**src/rtl/alu.sv**
```systemverilog
// Registered integer ALU for the RISC-V datapath.
// One operation per cycle, result valid one clock after the operands are sampled.
module alu #(
  parameter int unsigned WIDTH = 32
) (
  input  logic             clk,
  input  logic             rst_n,
  input  logic [3:0]       alu_op_i,
  input  logic [WIDTH-1:0] alu_a_i,
  input  logic [WIDTH-1:0] alu_b_i,
  output logic [WIDTH-1:0] alu_result_o
);

  localparam int unsigned SHW = $clog2(WIDTH);

  typedef enum logic [3:0] {
    OP_ADD  = 4'h0,
    OP_AND  = 4'h1,
    OP_SLL  = 4'h2,
    OP_SRL  = 4'h3,
    OP_OR   = 4'h4,
    OP_XOR  = 4'h5,
    OP_SLT  = 4'h6,
    OP_SGEU = 4'h7,
    OP_ROR  = 4'h8,
    OP_LUI  = 4'h9
  } alu_op_e;

  logic [SHW-1:0]   shamt;
  logic [SHW:0]     rot_lshamt;
  logic [WIDTH-1:0] sll_res;
  logic [WIDTH-1:0] srl_res;
  logic [WIDTH-1:0] ror_res;
  logic             slt_bit;
  logic             sgeu_bit;
  logic [WIDTH-1:0] result_d;
  logic [WIDTH-1:0] result_q;

  // Shift/rotate and compare helpers shared by the opcode mux
  always_comb begin
    shamt      = alu_b_i[SHW-1:0];
    // Left-shift complement for the rotate; shamt = 0 gives WIDTH, which shifts A out entirely
    rot_lshamt = (SHW+1)'(WIDTH) - {1'b0, shamt};
    sll_res    = alu_a_i << shamt;
    srl_res    = alu_a_i >> shamt;
    ror_res    = (alu_a_i >> shamt) | (alu_a_i << rot_lshamt);
    slt_bit    = $signed(alu_a_i) < $signed(alu_b_i);
    sgeu_bit   = alu_a_i >= alu_b_i;
  end

  // Opcode select; unused opcodes return zero
  always_comb begin
    result_d = '0;
    case (alu_op_i)
      OP_ADD:  result_d = alu_a_i + alu_b_i;
      OP_AND:  result_d = alu_a_i & alu_b_i;
      OP_SLL:  result_d = sll_res;
      OP_SRL:  result_d = srl_res;
      OP_OR:   result_d = alu_a_i | alu_b_i;
      OP_XOR:  result_d = alu_a_i ^ alu_b_i;
      OP_SLT:  result_d = {{(WIDTH-1){1'b0}}, slt_bit};
      OP_SGEU: result_d = {{(WIDTH-1){1'b0}}, sgeu_bit};
      OP_ROR:  result_d = ror_res;
      OP_LUI:  result_d = {alu_b_i[7:0], {(WIDTH-8){1'b0}}};
      default: result_d = '0;
    endcase
  end

  // Result register, cleared asynchronously
  always_ff @(posedge clk or negedge rst_n) begin
    if (!rst_n) result_q <= '0;
    else        result_q <= result_d;
  end

  assign alu_result_o = result_q;

endmodule

```
**config.mk**
```make
export PLATFORM = sky130hd
export DESIGN_NAME = alu
export DESIGN_NICKNAME = d
export VERILOG_FILES = /design/src/rtl/alu.sv
export SDC_FILE = /design/constraint.sdc
export NUM_CORES = 1
export LEC_CHECK = 0
export ABC_CLOCK_PERIOD_IN_PS = 800
export CAP_MARGIN = 10
export CORE_MARGIN = 4
export CORE_UTILIZATION = 35
export DETAILED_ROUTE_END_ITERATION = 7
export DONT_BUFFER_PORTS = 1
export GPL_TIMING_DRIVEN = 0
export SLEW_MARGIN = 10
export SYNTH_ARGS = -nofsm -noshare
export SYNTH_HDL_FRONTEND = slang
export SYNTH_SLANG_ARGS = --single-unit
```
**constraint.sdc**
```tcl
create_clock -name clk -period 0.8 [get_ports clk]
set_input_delay 0.16 -clock clk [delete_from_list [all_inputs] [get_ports clk]]
set_output_delay 0.16 -clock clk [all_outputs]
set_load 0.1 [all_outputs]
```
==> results of run 1 <==
## layer usage
layer  global-route usage (%)  vias to the layer above  part of all wire, %
met5                        0                        -                    0
met4                    17.12                        0                  6.2
met3                    10.14                      186                   12
met2                    58.08                      857                   43
met1                    50.01                     5792                   39
li1                         -                     4988                    -
## worst max-delay path, stage by stage
cell and delay (ns):
buf_12 0.10, buf_8 0.17, mux2i_4 0.34, buf_4 0.22
buf_4 0.26, nand2_1 0.08, a31o_2 0.32, nor2_1 0.14
nor2_2 0.09, a221o_1 0.40, a211o_1 0.28
## cell families after synthesis
group | count (synthesis) | share of synthesized area, %
AOI/OAI and AO/OA | 418 | 29.22
and+or+nand+nor | 382 | 17.95
buffers and inverters | 195 | 9.293
muxes | 148 | 19.84
adders and majority gates | 99 | 12.98
DFF | 32 | 8.342
xor gates and xnor gates | 23 | 2.372
## timing repair
| action | 4_1_cts | 5_1_grt |
|---|---|---|
| resized for setup | 289 | 108 |
| gates cloned | 2 | 0 |
| endpoints found under the hold margin | 32 | 32 |
| endpoints found under the setup margin | 64 | 64 |
| setup buffers | 76 | 33 |
| pin swaps | 65 | 72 |
## cell usage in the layout, fill, tap and decap left out, drive strengths merged, types with 8 or more instances in the layout
master	count
a21o	16
nand2	149
inv	83
nor3	19
o21ai	104
xnor2	16
o221ai	8
a211oi	23
nand2b	11
and3	19
buf	153
or3	10
mux4	29
mux2	36
nand3	19
a221oi	25
o211ai	29
clkbuf	51
o22ai	15
mux2i	83
a31oi	14
dfrtp	32
o21bai	13
a22oi	19
a21oi	81
ha	98
o21a	10
and2	9
nor2	111
nor4	8
## worst max path at each step
stage | startpoint | slack [ns] | cells after the start | endpoint
2_1_floorplan | alu_b_i[2] | -1.76 | 13 | alu_result_o[20]
3_3_place_gp | alu_b_i[0] | -2.92 | 10 | alu_result_o[23]
3_5_place_dp | alu_b_i[0] | -2.87 | 10 | alu_result_o[23]
4_1_cts | alu_b_i[2] | -1.57 | 13 | alu_result_o[20]
5_1_grt | alu_a_i[9] | -1.61 | 11 | alu_result_o[20]
6_report | alu_b_i[0] | -1.61 | 11 | alu_result_o[13]
## area by class of cell
| class | instances | area share [%] |
|---|---|---|
| tap | 341 | 3.199 |
| timing repair buffer | 104 | 7.234 |
| clock inverter | 2 | 0.2627 |
| sequential | 32 | 6.877 |
| clock buffer | 6 | 0.9664 |
| inverter | 85 | 2.965 |
| buffer | 94 | 7.121 |
| multi-input combinational | 1070 | 71.35 |
| antenna | 1 | 0.01877 |
## power groups by stage
stage	Combinational (mW)	Sequential, mW	Clock (mW)
after floorplan	4.92	3.39	0
after global placement	7.25	3.42	0
after detailed placement	7.22	3.42	0
after CTS	8.85	3.39	2.30
after global routing	10.3	3.39	2.43
final	9.92	3.38	2.29
==> summary.txt, run 1 <==
Yosys
  – Top flip-flop cell by instance count after synthesis: dfrtp_1
  – Post-synthesis async set-or-reset flop share: 100.0%
  – Post-Synthesis Cells: 1297
  – Area contributors post-synth: ha_1, mux2i_1, dfrtp_1, mux4_2, nand2_1
  – Post-synth net total: 1466
  – Number of enable flip-flop cells after synthesis: 0
  – Count leader, synth: nand2_1
  – Avg Synthesized Cell Area: 7.401 um^2
  – Leading cell types by count after synthesis: nand2_1, nor2_1, ha_1
  – Flip-flop and latch count after synthesis: 32
  – Top cell type's share of synthesized area: 12.77%
  – Number of unique standard cell types used by synthesis: 82
  – Sequential element share of the synthesized area: 8.342%
  – Number of warnings issued by yosys: 0
  – Cell type with the largest total area after synthesis: ha_1
  – Post-Synthesis Cell Area: 9599 um^2

GRT
  – Maximum number of pins on one net before global-route repair: 33
  – First-pass GRT wire length: 83850 um
  – Initial antenna violation count: 1
  – Overflow left after global routing: 0
  – Aggregate global-route resource usage: 37.89%
  – Number of global-route vias before repair: 11270

Setup path
  – Critical path endpoint category: register
  – Worst Path Required: 0.96 ns
  – Highest net fanout along the worst path: 10
  – Startpoint kind of the worst setup timing path: input pin
  – CP arrival: 2.57 ns
  – Startpoint-to-endpoint class of the critical path: in -> reg

Layout
  – Nets@finish: 1561
  – Layout cell share with drive strength beyond 1: 37.54%
  – Number of filler instances in the final layout: 2590
  – Relative area change from synthesis to final layout: 38.92%
  – Cell area after layout: 13340 um^2
  – Seq. cell area: 917.1 um^2
  – Filler-free cell count of the finished design: 1735
  – Core utilization of the finished layout: 49.48%
  – Max FFs per register: 32
  – Footprint of the multi-input gates: 9515 um^2

STA
  – Period minus WS final: 2.406 ns
  – Final-report max-slew violation count: 0
  – Final Worst Setup Slack: -1.606 ns
  – Final critical-path share of the clock period: 300.7%
  – Setup violations, final: 64
  – Hold Fails Final Rpt: 32
  – Worst slew pin tran: 0.9793 ns
  – Highest attainable clock frequency: 415.7 MHz
  – Hold slack: -0.4397 ns
  – Normalized max-slew margin: 34.57%
  – Unrepaired setup endpoints after global routing: true
  – Final setup TNS: -54.52 ns

Die
  – Number of ports placed on the die boundary: 102
  – Initial core utilization: 35.62%
  – Die span in x: 173.6 um
  – DIE AREA: 30140 um^2
  – Die height: 173.6 um
  – Core Area: 26950 um^2
  – Standard-cell rows: 60

Job
  – MaxCap Viol Count: 0

Place
  – Number of buffers added on ports: 0
  – Placed insts: 1638
  – Detailed placement HPWL: 46160 um
  – Placement Cell Area: 10640 um^2
  – Worst slack at placement: -2.867 ns
  – Routability cong.: 1.050

Routing
  – WL final: 59870 um
  – Vias after detailed routing: 11820
  – Post-route DRC: 0
  – Routed wire per std cell: 34.51 um
  – Average vias per placed instance: 6.814
  – 1st-pass router iterations: 6
  – Violation count after the first detailed-route iteration: 1546
  – Antenna viol nets, final: 0

Clock tree
  – Count of clock tree sinks: 32
  – Clock-pin slew reported for the worst setup and hold paths after clock tree synthesis: 0.06 ns
  – Total clock buffers created by CTS: 5
  – Number of buffers on the longest clock path: 2
  – Root buffer selected by CTS: clkbuf_16
  – Total number of H-tree levels: 2
  – TritonCTS clock tree: done

Power and ir drop
  – Post-layout power: 15.59 mW
  – Sequential share of power: 21.7%
  – Power share of the combinational group: 63.6%
  – PD cells: 1169 nW/um^2
  – Net switching fraction of the power: 52.34%
  – Internal power: 7.430 mW
  – Portion of total power attributed to the clock network: 14.7%
  – Net load switching power: 8.160 mW
  – Leak: 5.425 nW
  – Worst vdd ir: 940.0 uV

Hold path
  – Class of the tightest hold or removal check: in -> async

Status
  – Run status: finished with violations
  – Failing checks: hold timing, setup timing
No activity file was read; power rests on OpenSTA's default activity.
==> run 2: changes to the inputs <==
RECOVER_POWER = 100   (was unset)
==> results of run 2 <==
The final DEF is identical to that of run 1; final timing and power are the same.
